[src/rtl/neuron_pkg.sv]
// Shared types and defaults for the neuron layer scheduler.
// FSM state encoding, default geometry, and the neuron-select width helper.
package neuron_pkg;

    typedef enum logic [2:0] {
        IDLE,
        CLR,
        ACC,
        CAPT,
        DONE
    } state_t;

    localparam int N_DEF  = 10;
    localparam int M_DEF  = 4;
    localparam int IW_DEF = 16;
    localparam int OW_DEF = 16;

    // A single neuron still needs a 1-bit select bus.
    function automatic int nsel_width(input int m);
        return (m <= 1) ? 1 : $clog2(m);
    endfunction

endpackage

[src/rtl/neuron_layer_sched_step_counter.sv]
// MAC step counter: drives the input/weight index and flags the last step (count == N-1).
module step_counter #(
    parameter int IW = 16,
    parameter int N  = 10
) (
    input  logic          clk,
    input  logic          rst,
    input  logic          clr,
    input  logic          inc,
    output logic [IW-1:0] count,
    output logic          term
);

    localparam logic [IW-1:0] LAST = IW'(N - 1);

    logic [IW-1:0] count_q;
    logic [IW-1:0] count_d;

    always_comb begin
        count_d = count_q;
        if (clr) begin
            count_d = '0;
        end else if (inc) begin
            count_d = count_q + IW'(1);
        end
    end

    always_ff @(posedge clk) begin
        if (!rst) begin
            count_q <= '0;
        end else begin
            count_q <= count_d;
        end
    end

    assign count = count_q;
    assign term  = (count_q == LAST);

endmodule

[src/rtl/neuron_layer_sched.sv]
// Shares one MAC datapath across M neurons: clear, N accumulate steps, capture, per neuron.
// Optional abort input is enabled by defining SCHED_ABORT_EN.
module neuron_layer_sched
    import neuron_pkg::*;
#(
    parameter int N  = N_DEF,
    parameter int M  = M_DEF,
    parameter int IW = IW_DEF,
    parameter int OW = OW_DEF,
    parameter int NW = nsel_width(M)
) (
    input  logic          clk,
    input  logic          rst,
    input  logic          start,
`ifdef SCHED_ABORT_EN
    input  logic          abort,
`endif
    input  logic [OW-1:0] dp_out,
    output logic          dp_clr,
    output logic          dp_ld,
    output logic [IW-1:0] idx,
    output logic [NW-1:0] nsel,
    output logic          res_we,
    output logic [NW-1:0] res_addr,
    output logic [OW-1:0] res_data,
    output logic          busy,
    output logic          ready,
    output logic          done
);

    if (N < 1 || longint'(N) > (longint'(1) << IW)) begin : g_bad_n
        $error("neuron_layer_sched: N must be in 1..2**IW");
    end
    if (M < 1) begin : g_bad_m
        $error("neuron_layer_sched: M must be at least 1");
    end

    localparam logic [NW-1:0] NSEL_LAST = NW'(M - 1);

    state_t        state_q, state_d;
    logic [NW-1:0] nsel_q, nsel_d;
    logic          cnt_clr, cnt_inc, cnt_term;
    logic          abort_i;

`ifdef SCHED_ABORT_EN
    assign abort_i = abort;
`else
    assign abort_i = 1'b0;
`endif

    step_counter #(.IW(IW), .N(N)) u_step (
        .clk   (clk),
        .rst   (rst),
        .clr   (cnt_clr),
        .inc   (cnt_inc),
        .count (idx),
        .term  (cnt_term)
    );

    always_comb begin
        state_d = state_q;
        nsel_d  = nsel_q;
        dp_clr  = 1'b0;
        dp_ld   = 1'b0;
        res_we  = 1'b0;
        done    = 1'b0;
        cnt_clr = 1'b1;
        cnt_inc = 1'b0;
        case (state_q)
            IDLE: begin
                if (start && !abort_i) begin
                    state_d = CLR;
                    nsel_d  = '0;
                end
            end
            CLR: begin
                dp_clr  = 1'b1;
                state_d = ACC;
            end
            ACC: begin
                dp_ld   = 1'b1;
                cnt_inc = 1'b1;
                cnt_clr = cnt_term;
                if (cnt_term) begin
                    state_d = CAPT;
                end
            end
            CAPT: begin
                res_we = 1'b1;
                if (nsel_q == NSEL_LAST) begin
                    state_d = DONE;
                end else begin
                    nsel_d  = nsel_q + NW'(1);
                    state_d = CLR;
                end
            end
            DONE: begin
                done    = 1'b1;
                state_d = IDLE;
            end
            default: state_d = IDLE;
        endcase
        // Abort drops the run outright: no capture or completion in that cycle.
        if (abort_i && state_q != IDLE) begin
            state_d = IDLE;
            nsel_d  = '0;
            res_we  = 1'b0;
            done    = 1'b0;
            cnt_clr = 1'b1;
            cnt_inc = 1'b0;
        end
    end

    always_ff @(posedge clk) begin
        if (!rst) begin
            state_q <= IDLE;
            nsel_q  <= '0;
        end else begin
            state_q <= state_d;
            nsel_q  <= nsel_d;
        end
    end

    assign nsel     = nsel_q;
    assign res_addr = nsel_q;
    assign res_data = res_we ? dp_out : '0;
    assign busy     = (state_q != IDLE);
    assign ready    = (state_q == IDLE);

endmodule

[config.mk]
export PLATFORM = sky130hd
export DESIGN_NAME = neuron_layer_sched
export DESIGN_NICKNAME = d
export VERILOG_FILES = /design/src/rtl/neuron_pkg.sv /design/src/rtl/neuron_layer_sched_step_counter.sv /design/src/rtl/neuron_layer_sched.sv
export SDC_FILE = /design/constraint.sdc
export NUM_CORES = 1
export LEC_CHECK = 0
export CORE_ASPECT_RATIO = 0.7
export CORE_UTILIZATION = 39
export CTS_CLUSTER_DIAMETER = 40
export DETAILED_ROUTE_END_ITERATION = 10
export MAX_ROUTING_LAYER = met4
export PLACE_DENSITY = 0.77
export SLEW_MARGIN = 30
export SYNTH_ARGS = -nofsm -noshare
export SYNTH_HDL_FRONTEND = slang
export SYNTH_SLANG_ARGS = --single-unit
[constraint.sdc]
create_clock -name clk -period 2.4 [get_ports clk]
set_clock_uncertainty 0.2 [all_clocks]
set_input_delay 0.48 -clock clk [delete_from_list [all_inputs] [get_ports clk]]
set_output_delay 0.48 -clock clk [all_outputs]
set_load 0.03 [all_outputs]
# [After elaboration in Yosys (flattened, before gate mapping)]
# Index checks and enable logic that the tools add are counted.
# W data, S select, Z words.
[word_totals] register_bits=21 in_bits=19 out_inout_bits=42 word_cells=34
[op_classes] add_sub_neg=2 eq_ne=9 mux=13 bitwise_logic=1 reduce_logical=6
[ops] cell="$add A16 B1 Y16 const B" n=1
[ops] cell="$eq A16 B4 Y1 const B" n=1
[ops] cell="$mux W16" n=1
[ops] cell="$pmux W3 S4" n=1
[ops] cell="$mux W3" n=3
[ops] cell="$eq A3 B2 Y1 const B" n=2
[ops] cell="$ne A2 B2 Y1 const B" n=3
[ops] cell="$mux W1" n=5
[ops] cell="$mux W2" n=2
[ops] cell="$pmux W2 S2" n=1
[ops] cell="$eq A3 B1 Y1 const B" n=1
[ops] cell="$eq A3 B3 Y1 const B" n=1
[ops] cell="$logic_not A3 Y1" n=1
[ops] cell="$reduce_and A3 Y1" n=1
[ops] cell="$reduce_bool A3 Y1" n=1
[ops] cell="$add A2 B1 Y2 const B" n=1
[ops] cell="$eq A2 B2 Y1 const B" n=1
[ops] cell="$reduce_and A2 Y1" n=1
[ops] cell="$reduce_bool A2 Y1" n=1
[ops] cell="$reduce_or A2 Y1" n=1
[ops] cell="$not A1 Y1" n=1

# [Logic depth before layout (Yosys ltp)]
# Gate-level depths: netlist of the first run.
[logic_depth] depth_word=3 depth_mapped=7 ltp_nobuf=6

# [Hierarchy]
# From an unflattened synthesis of the first run, not the netlist that was laid out.
[unflattened] cells_unflattened=138 area_unflattened_um2=1204.9
[modules_own_cells] module="step_counter" n_inst=1 cells_per_inst=85 area_per_inst_um2=778.2 seq_area_each_um2=320.3
[modules_own_cells] module="neuron_layer_sched" n_inst=1 cells_per_inst=53 area_per_inst_um2=426.7 seq_area_each_um2=100.1

# [Worst setup path before layout of the first run]
# Ideal clock, no wire load.
[synth_timing] kind="register to output" start="register state_q[0]" end="output port res_data[10]" t_arrival_ns=1.751 t_required_ns=1.720 path_slack_ns=-0.031 stages_incl_launch_ff=6 n_path_buf=3 path_cell_list="dfxtp_1 clkbuf_1 and3b_1 clkbuf_1 clkbuf_1 and2_1"
[synth_via] elab_chain_cells=3
[synth_rtl] element="start: declaration" line="neuron_layer_sched.sv:40" source="state_t state_q, state_d;"
[synth_rtl] element="start signal: assignment" line="neuron_layer_sched.sv:119" source="state_q <= state_d;"
[synth_rtl] element="$eq A3 B2 Y1" line="neuron_layer_sched.sv:69" source="case (state_q)"
[synth_rtl] element="$mux W1" line="neuron_layer_sched.sv:69"
[synth_rtl] element="named net res_we" line="neuron_layer_sched.sv:23" source="output logic res_we,"
[synth_rtl] element="$mux W16" line="neuron_layer_sched.sv:126" source="assign res_data = res_we ? dp_out : '0;"
[synth_rtl] element="end: declaration" line="neuron_layer_sched.sv:25" source="output logic [OW-1:0] res_data,"
# The timed path passes the listed nets, and every way through them passes these cells.

# [Worst setup path in the final report of the first run]
[layout_timing] start="register state_q[2]" end="output port busy"
[layout_via] elab_chain_cells=1
[layout_rtl] element="$reduce_bool A3 Y1" line="neuron_layer_sched.sv:127" source="assign busy = (state_q != IDLE);"
[layout_rtl] element="end: declaration" line="neuron_layer_sched.sv:26" source="output logic busy,"
# Every way passes these cells.

==> results.ini, run 1 <==
[timing]
timing.final.crit_share_pct=96.4
min_period_ns=2.31
fin_setup_tns_ns=0
tightest_slew_ns=0.413
hold_viol=0
clock.fmax_mhz=432
setup_viol=0
maxSlewViolCount=0
max_slew_margin_pct=72.3
rsz0062_at_grt=false

[drt]
met3_length_um=136
vias=1160
drc_errors=0
dr.pass1.iters=6
postRouteAntennaNets=0
via_per_inst=5.02
wl_per_cell_um=13.8
wl_met2_um=1400
routed.top_layer=met4
drt_wl_total_um=3180
wl_met1_um=1620
drt_iter0_drc=97

[clocking]
cts_buffers=3
clk_path_buf_depth=2
cts_num_sinks=21
clk_pin_slew_ns=0.07
clock_latency_ns=0.26
cts_max_level=1
clockRootBuffer=clkbuf_8
cts_resized=2
ctsHoldBuffers=0
post_cts_buffers=0
cts_tree=yes

[global_routing]
overflow=0
grt_pass1_vias=959
antenna_found_initial=0
grt_max_degree=20
grt_pass1_wl_um=4780
grt_use_total_pct=21.2

[logic_synthesis]
synth_warnings=0
synth_compound_area_share_pct=4.68
synth_xor_area_share_pct=9.68
ys_types=38
avgSynthCellArea_um2=8.46
synth_top_family_by_area=simple AND/OR/NAND/NOR gates
ys_ff_latch=21
synth_fa_ha_area_share_pct=3.19
synth_simple_gate_area_share_pct=40.5
yosysSeqAreaShare_pct=35.7
synth_top_cell_area_share_pct=35.7
synth_top_area_cell=dfxtp_1
synthMuxAreaShare_pct=0.851
syn_area_um2=1180
syn_inst=139
yosys-top-cells-area=dfxtp_1 36%, and2_1 9.0%, xnor2_1 6.0%
synth_fp_nets=161

[floorplan]
ios=61
initial_core_util_pct=41.7
core_um2=2820
row_count=16
die_width_um=67.6
die_h_um=47.9
dieArea_um2=3240

[power]
power.leakage_nw=0.665
powerDensity_nw_per_um2=443
ir_drop_uv=240

[critical_path]
slowest_stage=clkdlybuf4s50_1
required_ns=1.72
cp-start-kind=flop
path_max_fanout=9
endpoint_kind=output pin
cpPeakStageDelay_ns=0.60
arrival_ns=1.63
ff2ff_path_depth=4
path_cells=or3_1, clkdlybuf4s50_1
path_class=flop to output pin

[worst_hold_path]
hold_depth=1
hold_path_class=flop to flop

[placement]
place_congestion=0.796
portBuffers=60
placed_area_um2=1740
post-dp-hpwl_um=2440

[finish]
mostFrequentLayoutCell=clkdlybuf4s50_1
drive_gt1_share_pct=15.4
n_antenna_cell=0
nets=218
fin_area_um2=1790
fin_util_pct=63.3
area_growth_pct=52.0
mostFrequentLayoutCells=41 x clkdlybuf4s50_1, 19 x dfxtp_1, 18 x buf_4

[job]
maxCapViolations=0

[outcome]
status=finished, final reports clean

cell type report:
cell class / count / area (µm²)
Multi-Input combinational cell: 104 / 693
Tap cell: 36 / 45.0
Inverter: 5 / 18.8
Sequential cell: 21 / 423
Fill cell: 249 / 1030
Timing Repair Buffer: 61 / 563
Clock buffer: 4 / 45.0
path summary, 6_finish.rpt:
path / start / end / slack, ns
worst max-delay path: state_q[2] / busy / 0.09
worst min-delay path: u_step.count[0] / u_step.count[0] / 0.29
worst max register to register: state_q[1] / u_step.count[13] / 0.46
worst min register to register: u_step.count[0] / u_step.count[0] / 0.29
critical path, delay by kind of cell (launching register included):
kind	cells	cell delay (ns)
buffers and inverters	1	0.60
AND/OR/NAND/NOR	1	0.40
flip-flops	1	0.37
cell usage after synthesis, drive strengths merged:
master / n
dfxtp: 21
and2: 17
nor2: 15
xnor2: 8
nand4: 7
clkbuf: 5
inv: 5
nand3: 5
nor3: 5
nor4: 5
xor2: 5
buf: 4
nand2: 4
a21oi: 3
and3: 3
ha: 3
nand2b: 2
nand3b: 2
nor2b: 2
nor3b: 2
nor4b: 2
or3b: 2
a21bo: 1
a21boi: 1
a221oi: 1
a31o: 1
and2b: 1
and3b: 1
and4: 1
and4bb: 1
mux2i: 1
nand4bb: 1
o21ai: 1
or3: 1
kinds of logic (layout without fill, tap and decap cells):
kind of cell | after synthesis | after routing
buffers and inverters | 14 | 70
xor gates and xnor gates | 13 | 13
adders and majority gates | 3 | 3
DFF | 21 | 21
and+or+nand+nor | 79 | 79
AOI/OAI and AO/OA | 8 | 8
muxes | 1 | 1
state kept, by name, indices dropped and copies added (netlist names):
signal / count
nsel: 2
state_q: 3
u_step.count: 16
layer usage:
| layer | up-vias | global-route usage [%] |
|---|---|---|
| met5 | - | - |
| met3 | 4 | 5.71 |
| li1 | 588 | - |
| met4 | 0 | 2.55 |
| met1 | 537 | 29.3 |
| met2 | 31 | 31.3 |
power breakdown:
part           switching [mW]  total, mW  internal [mW]  leakage, nW
combinational           0.100      0.185         0.0848        0.472
sequential             0.0163      0.373          0.357        0.170
clock                   0.115      0.234          0.118       0.0228
total                   0.232      0.792          0.560        0.665
per-stage QoR:
stage / total power [mW] / std cells / setup slack [ns] / hold WS, ns
6_report: 0.792 / 231 / 0.0856 / 0.286
5_1_grt: 0.824 / 231 / 0.0256 / 0.322
4_1_cts: 0.796 / 231 / 0.0119 / 0.295
3_5_place_dp: 0.570 / 227 / 0.130 / 0.275
3_3_place_gp: 0.565 / 227 / 0.181 / 0.267
2_1_floorplan: 0.487 / 139 / 0.153 / 0.378
Note: power is estimated with default switching activity, not from simulation.
==> run 2, diff against run 1 <==
- GPL_TIMING_DRIVEN: default -> 1
==> results of run 2 <==
The final DEF is identical to that of run 1; final timing and power are the same.
==> run 3, diff against run 2 <==
- CTS_BUF_LIST: default -> sky130_fd_sc_hd__clkbuf_4 sky130_fd_sc_hd__clkbuf_8 sky130_fd_sc_hd__clkbuf_16
- GPL_TIMING_DRIVEN: 1 -> 0
==> run 3 against run 2 <==
Against the previous run: sequential share of layout area is 0.90 points lower; via count is 2.8% higher; register-to-register slack better by 0.02 ns; setup slack better by 0.0032 ns; critical endpoint is now res_data[5]; combinational power is 8% higher; clock-buffer cell count is 1 lower; global-route usage is 1.4 points higher; clock power hardly changed; non-clock buffer count is 8 higher; critical path type unchanged; die area stayed put; largest power group unchanged; sequential power is 3% lower.
==> results.ini, run 3 (synthesis gave the netlist of run 1 again) <==
[finish]
fin_area_um2=1850  ; +3.4%
area_growth_pct=57.1
nets=226  ; +3.7%
instances_no_fill=239  ; +3.5%
largest_reg_flops=16  ; unchanged
fin_util_pct=65.5  ; +2.1 points
fillers=249  ; unchanged
drive_gt1_share_pct=17.7  ; +2.3 points
n_antenna_cell=0  ; unchanged
final-seq-area_um2=420  ; -0.59%
multi_input_area_um2=694  ; +0.18%
mostFrequentLayoutCells=38 x clkdlybuf4s50_1, 21 x dfxtp_1, 17 x and2_1
mostFrequentLayoutCell=clkdlybuf4s50_1

[outcome]
status=finished, final reports clean

[critical_path]
path_max_fanout=10  ; +1
slowest_stage=clkdlybuf4s15_1
r2r_slack_ns=0.48  ; +0.02 ns
endpoint_kind=output pin
cp-start-kind=flop
path_class=flop to output pin
cpPeakStageDelay_ns=0.36  ; -0.24 ns
cp_num_buf_inv=3  ; +2
path_cells=clkbuf_4, and3b_2, buf_4, and2_1, clkdlybuf4s15_1
crit_family=buffers and inverters
required_ns=1.72  ; about the same
arrival_ns=1.63  ; about the same

[clocking]
cts_tree=yes
cts_buffers=3  ; unchanged
clk_pin_slew_ns=0.08  ; about the same
ctsHoldBuffers=0  ; unchanged
cts_num_sinks=21  ; unchanged
clk_path_buf_depth=2  ; unchanged
clockRootBuffer=clkbuf_8
clock_latency_ns=0.27  ; about the same
cts_max_level=1  ; unchanged

[floorplan]
dieArea_um2=3240  ; unchanged
initial_core_util_pct=41.7  ; unchanged
core_um2=2820  ; unchanged
die_h_um=47.9  ; unchanged
ios=61  ; unchanged
row_count=16  ; unchanged
die_width_um=67.6  ; unchanged

[placement]
portBuffers=60  ; unchanged
placedCellCount=235  ; +3.5%
place_congestion=0.766  ; -3.8%
placed_area_um2=1820  ; +4.6%
post-dp-hpwl_um=2530  ; +3.7%

[power]
ir_drop_uv=229  ; -4.6%
power.leakage_nw=0.704  ; +5.8%
powerDensity_nw_per_um2=431  ; -2.8%
total_power_mw=0.796  ; +0.50%

[drt]
vias=1192  ; +2.8%
drt_iter0_drc=72  ; -26%
wl_per_cell_um=13.5  ; -1.5%
postRouteAntennaNets=0  ; unchanged
dr.pass1.iters=4  ; -2
via_per_inst=4.99  ; -0.68%
drc_errors=0  ; unchanged
drt_wl_total_um=3240  ; +1.9%

[timing]
clock.fmax_mhz=433  ; +0.14%
maxSlewViolCount=0  ; unchanged
hold_viol=0  ; unchanged
setup_viol=0  ; unchanged
rsz0062_at_grt=false
min_period_ns=2.31  ; -0.00324 ns
holdWs_ns=0.295  ; +0.00958 ns
tightest_slew_ns=0.429  ; +0.0168 ns
max_slew_margin_pct=71.4  ; -0.91 points
timing.final.crit_share_pct=96.3  ; -0.14 points

[global_routing]
overflow=0  ; unchanged
grt_pass1_wl_um=5110  ; +6.9%
grt_pass1_vias=1067  ; +11%
grt_max_degree=13  ; -35%
antenna_found_initial=0  ; unchanged
grt_use_total_pct=22.6  ; +1.4 points

[job]
maxCapViolations=0  ; unchanged

[worst_hold_path]
hold_path_class=flop to flop

run 3: cell types whose count changed in the layout (fill, tap and decap cells not counted), sizes merged:
cell           change
buf               -13
clkbuf            +11
clkdlybuf4s15      +8
clkdlybuf4s18      +1
clkdlybuf4s50      -3
clkinv             +1
dlygate4sd2        +2
dlymetal6s2s       +1
run 3: routing by layer:
metal | wire length [µm] | part of all wire (%) | vias to the layer above | GRT usage, %
li1 | - | - | 606 | -
met1 | 1710 | 53 | 551 | 31.4
met2 | 1390 | 43 | 29 | 32.9
met3 | 102 | 3.2 | 6 | 5.00
met4 | 38 | 1.2 | 0 | 5.53
met5 | 0 | 0 | - | -
run 3: layout make-up:
cell class	count	area share (%)
plain buffers	8	2.64
clock buffers	3	2.23
clock inverters	1	0.271
inverters	5	1.02
multi-input cells	104	37.6
flip-flops and latches	21	22.7
well taps	36	2.44
repair buffers	61	31.1
run 3: path summary, 6_finish.rpt:
path | start | to | cells after the start
max | state_q[0] | res_data[5] | 5
min | u_step.count[0] | u_step.count[0] | 1
max reg2reg | u_step.count[2] | u_step.count[14] | 6
min reg2reg | u_step.count[0] | u_step.count[0] | 1
run 3: power breakdown:
| part | internal [mW] | switching [mW] |
|---|---|---|
| Clock | 0.116 | 0.120 |
| Combinational | 0.0865 | 0.113 |
| Sequential | 0.356 | 0.00559 |
| Total | 0.558 | 0.238 |
run 3: through the flow:
step                setup WS, ns  TNS (ns)
floorplan                  0.153         0
global placement          -0.447     -5.73
detailed placement        -0.485     -6.17
CTS                      0.00192         0
global route             0.00215         0
finish                    0.0889         0
run 3: what timing repair did:
item	in CTS	in global routing
endpoints found under the setup margin	22	19
buffers inserted	1	0
gates resized for setup	41	22
pin swaps	0	0
gates cloned	0	0
